==> config.mk <==
export PLATFORM = sky130hd
export DESIGN_NAME = wb_cfg_master_flat
export DESIGN_NICKNAME = d
export VERILOG_FILES = /design/src/rtl/wb_cfg_master_if.sv /design/src/rtl/wb_cfg_master.sv /design/src/flat_wrapper.sv
export SDC_FILE = /design/constraint.sdc
export NUM_CORES = 1
export LEC_CHECK = 0
export ABC_AREA = 1
export CORE_UTILIZATION = 30
export DETAILED_ROUTE_END_ITERATION = 6
export MAX_ROUTING_LAYER = met4
export SYNTH_ARGS = -nofsm -noshare
export SYNTH_HDL_FRONTEND = slang
export SYNTH_SLANG_ARGS = --single-unit
==> constraint.sdc <==
create_clock -name clk_i -period 2.15 [get_ports clk_i]
set_input_delay 0.43 -clock clk_i [delete_from_list [all_inputs] [get_ports clk_i]]
set_output_delay 0.43 -clock clk_i [all_outputs]
set_load 0.02 [all_outputs]
==> src/rtl/wb_cfg_master_if.sv <==
// Command/response streams and Wishbone classic master bus of wb_cfg_master.
// The master modport is the block's view; slave is the loader/slave side.
interface wb_cfg_master_if;
   logic        cmd_valid_i;
   logic        cmd_ready_o;
   logic        cmd_we_i;
   logic [31:0] cmd_adr_i;
   logic [31:0] cmd_dat_i;
   logic [3:0]  cmd_sel_i;
   logic        rsp_valid_o;
   logic        rsp_ready_i;
   logic [31:0] rsp_dat_o;
   logic        rsp_err_o;
   logic        wbm_cyc_o;
   logic        wbm_stb_o;
   logic        wbm_we_o;
   logic [31:0] wbm_adr_o;
   logic [31:0] wbm_dat_o;
   logic [3:0]  wbm_sel_o;
   logic        wbm_ack_i;
   logic [31:0] wbm_dat_i;
   logic        busy_o;

   modport master (
      input  cmd_valid_i, cmd_we_i, cmd_adr_i, cmd_dat_i, cmd_sel_i,
      input  rsp_ready_i, wbm_ack_i, wbm_dat_i,
      output cmd_ready_o, rsp_valid_o, rsp_dat_o, rsp_err_o,
      output wbm_cyc_o, wbm_stb_o, wbm_we_o, wbm_adr_o, wbm_dat_o, wbm_sel_o,
      output busy_o
   );

   modport slave (
      output cmd_valid_i, cmd_we_i, cmd_adr_i, cmd_dat_i, cmd_sel_i,
      output rsp_ready_i, wbm_ack_i, wbm_dat_i,
      input  cmd_ready_o, rsp_valid_o, rsp_dat_o, rsp_err_o,
      input  wbm_cyc_o, wbm_stb_o, wbm_we_o, wbm_adr_o, wbm_dat_o, wbm_sel_o,
      input  busy_o
   );
endinterface

==> src/rtl/wb_cfg_master.sv <==
// Wishbone classic single-outstanding master: one command in, one bus cycle,
// optional response beat; a saturating watchdog ends unacknowledged cycles.
module wb_cfg_master #(
   parameter int unsigned TIMEOUT_CYCLES = 255,
   parameter bit          RSP_ON_WRITE   = 1'b0
) (
   input  logic            clk_i,
   input  logic            rst_i,
   wb_cfg_master_if.master bus
);

   typedef enum logic [1:0] {
      ST_IDLE = 2'd0,
      ST_BUS  = 2'd1,
      ST_RESP = 2'd2
   } state_t;

   localparam logic [16:0] TMO_LIMIT = 17'(TIMEOUT_CYCLES);

   state_t      state_r;
   logic [15:0] cnt_r;
   logic        cmd_ready_r;
   logic        rsp_valid_r;
   logic [31:0] rsp_dat_r;
   logic        rsp_err_r;
   logic        cyc_r;
   logic        stb_r;
   logic        we_r;
   logic [31:0] adr_r;
   logic [31:0] dat_r;
   logic [3:0]  sel_r;
   logic        busy_r;
   logic        timeout_s;

   // Timeout fires on the edge that would bring the counter to the limit,
   // so stb stays high for exactly TIMEOUT_CYCLES cycles.
   always_comb begin
      timeout_s = 1'b0;
      if (({1'b0, cnt_r} + 17'd1) >= TMO_LIMIT) begin
         timeout_s = 1'b1;
      end else begin
         timeout_s = 1'b0;
      end
   end

   // Control FSM with all outputs registered.
   always_ff @(posedge clk_i) begin
      if (rst_i) begin
         state_r     <= ST_IDLE;
         cnt_r       <= 16'd0;
         cmd_ready_r <= 1'b1;
         rsp_valid_r <= 1'b0;
         rsp_dat_r   <= 32'd0;
         rsp_err_r   <= 1'b0;
         cyc_r       <= 1'b0;
         stb_r       <= 1'b0;
         we_r        <= 1'b0;
         adr_r       <= 32'd0;
         dat_r       <= 32'd0;
         sel_r       <= 4'd0;
         busy_r      <= 1'b0;
      end else begin
         case (state_r)
            ST_IDLE: begin
               if (bus.cmd_valid_i) begin
                  state_r     <= ST_BUS;
                  cmd_ready_r <= 1'b0;
                  busy_r      <= 1'b1;
                  cyc_r       <= 1'b1;
                  stb_r       <= 1'b1;
                  we_r        <= bus.cmd_we_i;
                  adr_r       <= bus.cmd_adr_i;
                  dat_r       <= bus.cmd_dat_i;
                  sel_r       <= bus.cmd_sel_i;
                  cnt_r       <= 16'd0;
               end
            end
            ST_BUS: begin
               if (bus.wbm_ack_i) begin
                  // Ack has priority over a simultaneous timeout.
                  cyc_r     <= 1'b0;
                  stb_r     <= 1'b0;
                  rsp_err_r <= 1'b0;
                  rsp_dat_r <= we_r ? 32'd0 : bus.wbm_dat_i;
                  if (!we_r || RSP_ON_WRITE) begin
                     state_r     <= ST_RESP;
                     rsp_valid_r <= 1'b1;
                  end else begin
                     state_r     <= ST_IDLE;
                     cmd_ready_r <= 1'b1;
                     busy_r      <= 1'b0;
                  end
               end else if (timeout_s) begin
                  cyc_r       <= 1'b0;
                  stb_r       <= 1'b0;
                  rsp_err_r   <= 1'b1;
                  rsp_dat_r   <= 32'd0;
                  rsp_valid_r <= 1'b1;
                  state_r     <= ST_RESP;
               end else if (cnt_r != 16'hFFFF) begin
                  cnt_r <= cnt_r + 16'd1;
               end
            end
            ST_RESP: begin
               if (bus.rsp_ready_i) begin
                  rsp_valid_r <= 1'b0;
                  cmd_ready_r <= 1'b1;
                  busy_r      <= 1'b0;
                  state_r     <= ST_IDLE;
               end
            end
            default: begin
               state_r     <= ST_IDLE;
               cmd_ready_r <= 1'b1;
               rsp_valid_r <= 1'b0;
               cyc_r       <= 1'b0;
               stb_r       <= 1'b0;
               busy_r      <= 1'b0;
            end
         endcase
      end
   end

   assign bus.cmd_ready_o = cmd_ready_r;
   assign bus.rsp_valid_o = rsp_valid_r;
   assign bus.rsp_dat_o   = rsp_dat_r;
   assign bus.rsp_err_o   = rsp_err_r;
   assign bus.wbm_cyc_o   = cyc_r;
   assign bus.wbm_stb_o   = stb_r;
   assign bus.wbm_we_o    = we_r;
   assign bus.wbm_adr_o   = adr_r;
   assign bus.wbm_dat_o   = dat_r;
   assign bus.wbm_sel_o   = sel_r;
   assign bus.busy_o      = busy_r;

endmodule

==> src/flat_wrapper.sv <==
// flat-port wrapper written by rule: the top's interface ports become plain ports
module wb_cfg_master_flat 
#(
   parameter int unsigned TIMEOUT_CYCLES = 255,
   parameter bit          RSP_ON_WRITE   = 1'b0
)
  (clk_i, rst_i, bus_cmd_valid_i, bus_cmd_we_i, bus_cmd_adr_i, bus_cmd_dat_i, bus_cmd_sel_i, bus_rsp_ready_i, bus_wbm_ack_i, bus_wbm_dat_i, bus_cmd_ready_o, bus_rsp_valid_o, bus_rsp_dat_o, bus_rsp_err_o, bus_wbm_cyc_o, bus_wbm_stb_o, bus_wbm_we_o, bus_wbm_adr_o, bus_wbm_dat_o, bus_wbm_sel_o, bus_busy_o);
  wb_cfg_master_if bus_i ();
  input  logic clk_i;
  input  logic rst_i;
  input wire logic [$bits(bus_i.cmd_valid_i)-1:0] bus_cmd_valid_i;
  input wire logic [$bits(bus_i.cmd_we_i)-1:0] bus_cmd_we_i;
  input wire logic [$bits(bus_i.cmd_adr_i)-1:0] bus_cmd_adr_i;
  input wire logic [$bits(bus_i.cmd_dat_i)-1:0] bus_cmd_dat_i;
  input wire logic [$bits(bus_i.cmd_sel_i)-1:0] bus_cmd_sel_i;
  input wire logic [$bits(bus_i.rsp_ready_i)-1:0] bus_rsp_ready_i;
  input wire logic [$bits(bus_i.wbm_ack_i)-1:0] bus_wbm_ack_i;
  input wire logic [$bits(bus_i.wbm_dat_i)-1:0] bus_wbm_dat_i;
  output wire logic [$bits(bus_i.cmd_ready_o)-1:0] bus_cmd_ready_o;
  output wire logic [$bits(bus_i.rsp_valid_o)-1:0] bus_rsp_valid_o;
  output wire logic [$bits(bus_i.rsp_dat_o)-1:0] bus_rsp_dat_o;
  output wire logic [$bits(bus_i.rsp_err_o)-1:0] bus_rsp_err_o;
  output wire logic [$bits(bus_i.wbm_cyc_o)-1:0] bus_wbm_cyc_o;
  output wire logic [$bits(bus_i.wbm_stb_o)-1:0] bus_wbm_stb_o;
  output wire logic [$bits(bus_i.wbm_we_o)-1:0] bus_wbm_we_o;
  output wire logic [$bits(bus_i.wbm_adr_o)-1:0] bus_wbm_adr_o;
  output wire logic [$bits(bus_i.wbm_dat_o)-1:0] bus_wbm_dat_o;
  output wire logic [$bits(bus_i.wbm_sel_o)-1:0] bus_wbm_sel_o;
  output wire logic [$bits(bus_i.busy_o)-1:0] bus_busy_o;
  assign bus_i.cmd_valid_i = bus_cmd_valid_i;
  assign bus_i.cmd_we_i = bus_cmd_we_i;
  assign bus_i.cmd_adr_i = bus_cmd_adr_i;
  assign bus_i.cmd_dat_i = bus_cmd_dat_i;
  assign bus_i.cmd_sel_i = bus_cmd_sel_i;
  assign bus_i.rsp_ready_i = bus_rsp_ready_i;
  assign bus_i.wbm_ack_i = bus_wbm_ack_i;
  assign bus_i.wbm_dat_i = bus_wbm_dat_i;
  assign bus_cmd_ready_o = bus_i.cmd_ready_o;
  assign bus_rsp_valid_o = bus_i.rsp_valid_o;
  assign bus_rsp_dat_o = bus_i.rsp_dat_o;
  assign bus_rsp_err_o = bus_i.rsp_err_o;
  assign bus_wbm_cyc_o = bus_i.wbm_cyc_o;
  assign bus_wbm_stb_o = bus_i.wbm_stb_o;
  assign bus_wbm_we_o = bus_i.wbm_we_o;
  assign bus_wbm_adr_o = bus_i.wbm_adr_o;
  assign bus_wbm_dat_o = bus_i.wbm_dat_o;
  assign bus_wbm_sel_o = bus_i.wbm_sel_o;
  assign bus_busy_o = bus_i.busy_o;
  wb_cfg_master #(.TIMEOUT_CYCLES(TIMEOUT_CYCLES), .RSP_ON_WRITE(RSP_ON_WRITE)) u_core (.clk_i(clk_i), .rst_i(rst_i), .bus(bus_i));
endmodule
-- Word level (Yosys, flattened, before mapping)
Cells that the tools add are included.
- register bits after elaboration: 124
- bits of input ports: 106
- logic and storage cells: 72
- $add $sub $neg: 2
- $lt $le $gt $ge: 1
- eq/ne operators: 12
- multiplexer cells: 33
- bitwise gates (word level): 2
- reduce and logical (&&, ||, !) cells: 10
- operators by type and width (cell ; count):
    $mux 32 ; 3
    $mux 16 ; 4
    $pmux 16 s2 ; 1
    $add 16x1->17 const B ; 1
    $ge 17x8->1 const B ; 1
    $add 16x1->16 const B ; 1
    $ne 16x16->1 const B ; 1
    $mux 1 ; 15
    $pmux 1 s3 ; 4
    $mux 2 ; 5
    $ne 2x2->1 const B ; 5
    $reduce_and 4->1 ; 2
    $pmux 2 s3 ; 1
    $reduce_and 3->1 ; 2
    $reduce_and 5->1 ; 1
    $ne 2x1->1 const B ; 2
    $reduce_and 2->1 ; 2
    $reduce_bool 2->1 ; 2
    $ne 3x2->1 const B ; 1
    $ne 3x3->1 const B ; 1
    $eq 2x1->1 const B ; 1
    $eq 2x2->1 const B ; 1
    $logic_not 2->1 ; 1
    $not 1->1 ; 2

-- Depth between registers and ports, before layout
Gate-level depths: netlist of run 1.
- word-level depth: 6
- mapped depth: 15

-- Worst setup path after synthesis of run 1
Ideal clock, no wire load.
- path type: reg2reg
- from: reg u_core.cnt_r[0]
- to: reg u_core.cnt_r[5]
- library setup time: 113 ps
- data arrival time: 1834 ps
- data required time: 2037 ps
- path slack: 204 ps
- stages on the path, launching flop included: 16
- clock period less this slack: 1946 ps
- cells stage by stage: dfxtp_1 -> ha_1 -> nand2_1 -> nor2_2 -> nand2_1 -> nand2_1 -> nand2_1 -> nor2_1 -> nand3_1 -> nor2_4 -> nand3_4 -> nand2_4 -> buf_6 -> nand2_1 -> nand2_1 -> nor2_1
- word-level cells in the longest chain between the ends: 5
- ends and longest elaborated chain (what ; line ; RTL):
    start, declared ; wb_cfg_master.sv:21 ; logic [15:0] cnt_r;
    start signal, assigned ; wb_cfg_master.sv:101 ; cnt_r <= cnt_r + 16'd1;
    $add 16x1->17 or $add 16x1->16 (tied branches) ; wb_cfg_master.sv:39, wb_cfg_master.sv:101 ;
    $ge 17x8->1 or $mux 16 (tied branches) ; wb_cfg_master.sv:39, wb_cfg_master.sv:100 ;
    $mux 1 or $mux 16 (tied branches) ; wb_cfg_master.sv:39, wb_cfg_master.sv:93 ;
    $ne 2x2->1 (no source line) or $mux 16 (tied branches) ; -- ;
    $reduce_and 5->1 (no source line) or $pmux 16 s2 (tied branches) ; -- ;
Several ways; a longest one is shown, not always the timed one. The select of a mux whose other input is x is not followed.
A chain may end at the register's enable or synchronous reset.

-- Worst setup path after layout of run 1
- from: reg u_core.we_r, in the netlist u_core.bus.wbm_we_o
- to: out bus_wbm_we_o
- RTL lines (what ; line ; RTL):
    start, declared ; wb_cfg_master.sv:28 ; logic we_r;
    start signal, assigned ; wb_cfg_master.sv:71 ; we_r <= bus.cmd_we_i;
    end, declared ; flat_wrapper.sv:25 ; output wire logic [$bits(bus_i.wbm_we_o)-1:0] bus_wbm_we_o;
No word-level cell between the ends.

==> impl_metrics.xml, run 1 <==
<?xml version="1.0" encoding="UTF-8"?>
<metrics>
  <group name="clocking">
    <metric name="cts_hold_repair.buffers" unit="">0</metric>
    <metric name="clock_sink_count" unit="">124</metric>
    <metric name="clk_transition_reported_paths" unit="ns">0.06</metric>
    <metric name="clk_root_buffer_cell" unit="">sky130_fd_sc_hd__clkbuf_16</metric>
    <metric name="cts_tree" unit="">yes</metric>
    <metric name="htree_levels" unit="">4</metric>
    <metric name="insertion_delay_to_the_later_sink_of_the_worst_skew_pair" unit="ns">0.42</metric>
    <metric name="cts_buffers" unit="">17</metric>
    <metric name="clockBufferDepth" unit="">2</metric>
  </group>
  <group name="critical_path">
    <metric name="critical_path_required_time" unit="ns">1.72</metric>
    <metric name="reg2reg_depth" unit="">14</metric>
    <metric name="critical_path.reg2reg.endpoint" unit="">u_core.bus.rsp_dat_o[15]</metric>
    <metric name="reg2reg_from" unit="">u_core.cnt_r[0]</metric>
    <metric name="timing.reg2reg.setup_slack" unit="ns">0.19</metric>
    <metric name="cp.buffers_inverters" unit="">1</metric>
    <metric name="critPathCaptureType" unit="">output pin</metric>
    <metric name="crit_family" unit="">buffers and inverters</metric>
    <metric name="timing_endpoint_of_the_critical_path" unit="">bus_wbm_we_o</metric>
    <metric name="critical_path.slowest_cell" unit="">sky130_fd_sc_hd__clkdlybuf4s50_1</metric>
    <metric name="worstPathArrival" unit="ns">1.55</metric>
    <metric name="worstPathCellList" unit="">clkdlybuf4s50_1</metric>
    <metric name="crit_path_start" unit="">u_core.bus.wbm_we_o</metric>
    <metric name="worstSetupStartpointType" unit="">flip-flop</metric>
    <metric name="critPathMaxFanout" unit="">5</metric>
    <metric name="crit_type" unit="">flip-flop to output pin</metric>
    <metric name="critPathMaxStageDelay" unit="ns">0.68</metric>
    <metric name="path_depth" unit="">1</metric>
  </group>
  <group name="placed_design">
    <metric name="hpwl" unit="µm">10220</metric>
    <metric name="placement_setup_slack" unit="ns">0.02137</metric>
    <metric name="dpl-instance-area" unit="mm²">0.007438</metric>
    <metric name="buffer_ports.inserted" unit="">212</metric>
    <metric name="gp_congestion" unit="">0.8494</metric>
  </group>
  <group name="sta">
    <metric name="grt_setup_unrepaired" unit="">false</metric>
    <metric name="hold_violations" unit="">0</metric>
    <metric name="layout_setup_ws" unit="ns">0.1733</metric>
    <metric name="clock_skew" unit="ns">0.01324</metric>
    <metric name="finalSetupViolCount" unit="">0</metric>
    <metric name="tightestPinTransition" unit="ns">0.6655</metric>
    <metric name="timing.final.crit_period" unit="ns">1.977</metric>
    <metric name="setup-tns-final" unit="ns">0</metric>
    <metric name="fmax" unit="MHz">505.9</metric>
    <metric name="timing.final.crit_share" unit="">0.9194</metric>
    <metric name="drv_slew" unit="">0</metric>
    <metric name="worst_slew_margin" unit="">0.5563</metric>
  </group>
  <group name="global_routing">
    <metric name="grt_pass1_vias" unit="">4746</metric>
    <metric name="use_met2" unit="">0.2645</metric>
    <metric name="grt_max_degree" unit="">70</metric>
    <metric name="grt_first_pass_wirelength" unit="µm">24680</metric>
    <metric name="grt_util_all_layers" unit="">0.1860</metric>
    <metric name="met1_usage" unit="">0.2385</metric>
    <metric name="overflow" unit="">0</metric>
    <metric name="grt_use_met3" unit="">0.06983</metric>
    <metric name="highest_utilization_routing_layer_at_the_global_route_stage" unit="">met2</metric>
    <metric name="antenna_found_initial" unit="">0</metric>
  </group>
  <group name="final_layout">
    <metric name="fillers" unit="">1580</metric>
    <metric name="layout_common_cells" unit="">211 x sky130_fd_sc_hd__clkdlybuf4s50_1, 177 x sky130_fd_sc_hd__nor2_1, 119 x sky130_fd_sc_hd__dfxtp_1, 104 x sky130_fd_sc_hd__nand2_1, 65 x sky130_fd_sc_hd__o21ai_0</metric>
    <metric name="mostFrequentLayoutCell" unit="">sky130_fd_sc_hd__clkdlybuf4s50_1</metric>
    <metric name="flow.area_growth_from_synthesis" unit="%">61.10</metric>
    <metric name="drive_gt1_frac" unit="">0.1414</metric>
    <metric name="nNetsFinal" unit="">987</metric>
    <metric name="finish.instance_area" unit="mm²">0.008083</metric>
    <metric name="antenna_cells_inserted" unit="">0</metric>
  </group>
  <group name="synth">
    <metric name="synth_top_area_cell" unit="">sky130_fd_sc_hd__dfxtp_1</metric>
    <metric name="share_of_flip_flops_with_an_asynchronous_set_or_reset" unit="">0</metric>
    <metric name="synth_edf_count" unit="">0</metric>
    <metric name="synth_seq_cells" unit="">124</metric>
    <metric name="warnings_from_yosys" unit="">0</metric>
    <metric name="mappedNetlistArea" unit="mm²">0.005017</metric>
    <metric name="synth_top_area_frac" unit="">0.4948</metric>
    <metric name="dominantRegCellSynth" unit="">sky130_fd_sc_hd__dfxtp_1</metric>
    <metric name="mappedNetlistNets" unit="">773</metric>
    <metric name="share_of_the_yosys_chip_area_belonging_to_registers" unit="">0.4948</metric>
    <metric name="netlist_top_cells_area" unit="">sky130_fd_sc_hd__dfxtp_1 49%, sky130_fd_sc_hd__nor2_1 13%, sky130_fd_sc_hd__nand2_1 7.9%, sky130_fd_sc_hd__o21ai_0 6.5%, sky130_fd_sc_hd__a21oi_2 4.0%</metric>
    <metric name="synth_cell_type_count" unit="">28</metric>
    <metric name="avgSynthCellArea" unit="µm²">7.545</metric>
    <metric name="postSynthCellCount" unit="">665</metric>
  </group>
  <group name="floorplanning">
    <metric name="core-area" unit="mm²">0.01612</metric>
    <metric name="die_x" unit="µm">131.3</metric>
    <metric name="fp-row-count" unit="">46</metric>
    <metric name="initial_core_util" unit="">0.3113</metric>
    <metric name="top_level_ports" unit="">213</metric>
    <metric name="design.die.area" unit="mm²">0.01724</metric>
    <metric name="dieHeight" unit="µm">131.3</metric>
  </group>
  <group name="worst_hold_path">
    <metric name="hold_path_class" unit="">flip-flop to flip-flop</metric>
    <metric name="timing.hold.worst.start" unit="">u_core.bus.rsp_dat_o[16]</metric>
  </group>
  <group name="detailed_routing">
    <metric name="drt-wirelength-per-cell" unit="µm">13.66</metric>
    <metric name="drcViolationCount" unit="">0</metric>
    <metric name="routed_via_density" unit="">4.491</metric>
    <metric name="drt-total-wl" unit="µm">15120</metric>
    <metric name="number_of_drc_markers_in_iteration_0" unit="">213</metric>
    <metric name="dr.pass1.iters" unit="">6</metric>
    <metric name="routed-via-count" unit="">4972</metric>
    <metric name="route.antenna.remaining_nets" unit="">0</metric>
  </group>
  <group name="pwr">
    <metric name="design_power_total" unit="µW">6762</metric>
    <metric name="peakVddDrop" unit="V">0.0005483</metric>
    <metric name="leakage" unit="µW">0.003095</metric>
    <metric name="power-per-cell-area" unit="mW/mm²">836.6</metric>
  </group>
  <group name="flow_run">
    <metric name="max-cap-violations" unit="">0</metric>
  </group>
  <group name="status">
    <metric name="outcome" unit="">finished, final reports clean</metric>
  </group>
</metrics>
metal layers:
metal / vias up / routed length, µm
li1: 2550 / -
met2: 195 / 6473
met1: 2213 / 7191
met4: 0 / 192
met5: - / 0
met3: 14 / 1263
state kept, by name (all words and copies together), names as in the netlist, 2 cells and up:
name	count
u_core.state_r	2
u_core.bus.wbm_sel_o	4
u_core.cnt_r	16
u_core.bus.wbm_adr_o	32
u_core.bus.rsp_dat_o	32
u_core.bus.wbm_dat_o	32
final cells by class:
type	count	area, µm²	area share
clock buffer	18	439.2	0.05433
inverter	26	97.59	0.01207
multi-input combinational	478	2285	0.2827
tap	216	270.3	0.03344
sequential	124	2494	0.3085
timing repair buffer	232	2355	0.2913
clock inverter	13	142.6	0.01765
Yosys cell counts (2+ instances only):
cell type                  instances
sky130_fd_sc_hd__buf_1             3
sky130_fd_sc_hd__nor2_4            3
sky130_fd_sc_hd__inv_1            25
sky130_fd_sc_hd__ha_1              2
sky130_fd_sc_hd__nor2_2            3
sky130_fd_sc_hd__o21ai_0          65
sky130_fd_sc_hd__nand2_2          26
sky130_fd_sc_hd__nor3_1           14
sky130_fd_sc_hd__a21oi_1          18
sky130_fd_sc_hd__nand2_1         106
sky130_fd_sc_hd__nand3_1          18
sky130_fd_sc_hd__dfxtp_1         124
sky130_fd_sc_hd__buf_12            2
sky130_fd_sc_hd__o21ai_1           8
sky130_fd_sc_hd__nand2_4           2
sky130_fd_sc_hd__nand4_1           5
sky130_fd_sc_hd__clkbuf_1         28
sky130_fd_sc_hd__a21oi_2          23
sky130_fd_sc_hd__nor2_1          180
sky130_fd_sc_hd__buf_6             2
timing repair:
item,in CTS,in global routing
buffers inserted,0,2
setup endpoints to repair,0,52
resized for setup,0,15
endpoints found under the hold margin,0,0
worst min path at each step:
stage / cells after the start / end
3_5_place_dp: 2 / u_core.bus.rsp_dat_o[16]
4_1_cts: 4 / u_core.cnt_r[7]
6_report: 2 / u_core.bus.rsp_dat_o[16]
2_1_floorplan: 2 / u_core.cnt_r[10]
5_1_grt: 2 / u_core.bus.rsp_dat_o[1]
3_3_place_gp: 2 / u_core.bus.rsp_dat_o[13]
metrics by stage:
stage	utilization	hold WS (ns)	cells
floorplan	-	0.4503	665
global placement	0.4616	0.4479	1074
detailed placement	0.4616	0.4508	1074
CTS	0.4977	0.4458	1105
global route	0.5016	0.4718	1107
finish	0.5016	0.4596	1107
logic make-up after synthesis:
kind of cell               after synthesis  synth area share
buffers and inverters                   63           0.05960
adders and majority gates                2          0.004987
and+or+nand+nor                        360            0.3065
xor gates and xnor gates                 1          0.001746
AOI/OAI and AO/OA                      115            0.1324
DFF                                    124            0.4948
power by group:
part           switching [µW]  internal [µW]
combinational             693            639
sequential                107           2490
clock                    1100           1730
(Power assumes the default switching activity.)
==> run 2, diff against run 1 <==
--- a/config.mk
+++ b/config.mk
@@ -8,6 +8,7 @@
 export ABC_AREA = 1
 export CORE_UTILIZATION = 30
 export DETAILED_ROUTE_END_ITERATION = 6
+export HOLD_SLACK_MARGIN = 0.05
 export MAX_ROUTING_LAYER = met4
 export SYNTH_ARGS = -nofsm -noshare
 export SYNTH_HDL_FRONTEND = slang
==> results of run 2 <==
Same layout as run 1: the final DEF is identical, and so are final timing and power.
==> run 3, diff against run 2 <==
--- a/config.mk
+++ b/config.mk
@@ -7,9 +7,11 @@
 export LEC_CHECK = 0
 export ABC_AREA = 1
 export CORE_UTILIZATION = 30
+export CTS_CLUSTER_DIAMETER = 30
 export DETAILED_ROUTE_END_ITERATION = 6
 export HOLD_SLACK_MARGIN = 0.05
 export MAX_ROUTING_LAYER = met4
+export SLEW_MARGIN = 25
 export SYNTH_ARGS = -nofsm -noshare
 export SYNTH_HDL_FRONTEND = slang
 export SYNTH_SLANG_ARGS = --single-unit
==> results of run 3 <==
Same layout as run 1: the final DEF is identical, and so are final timing and power.
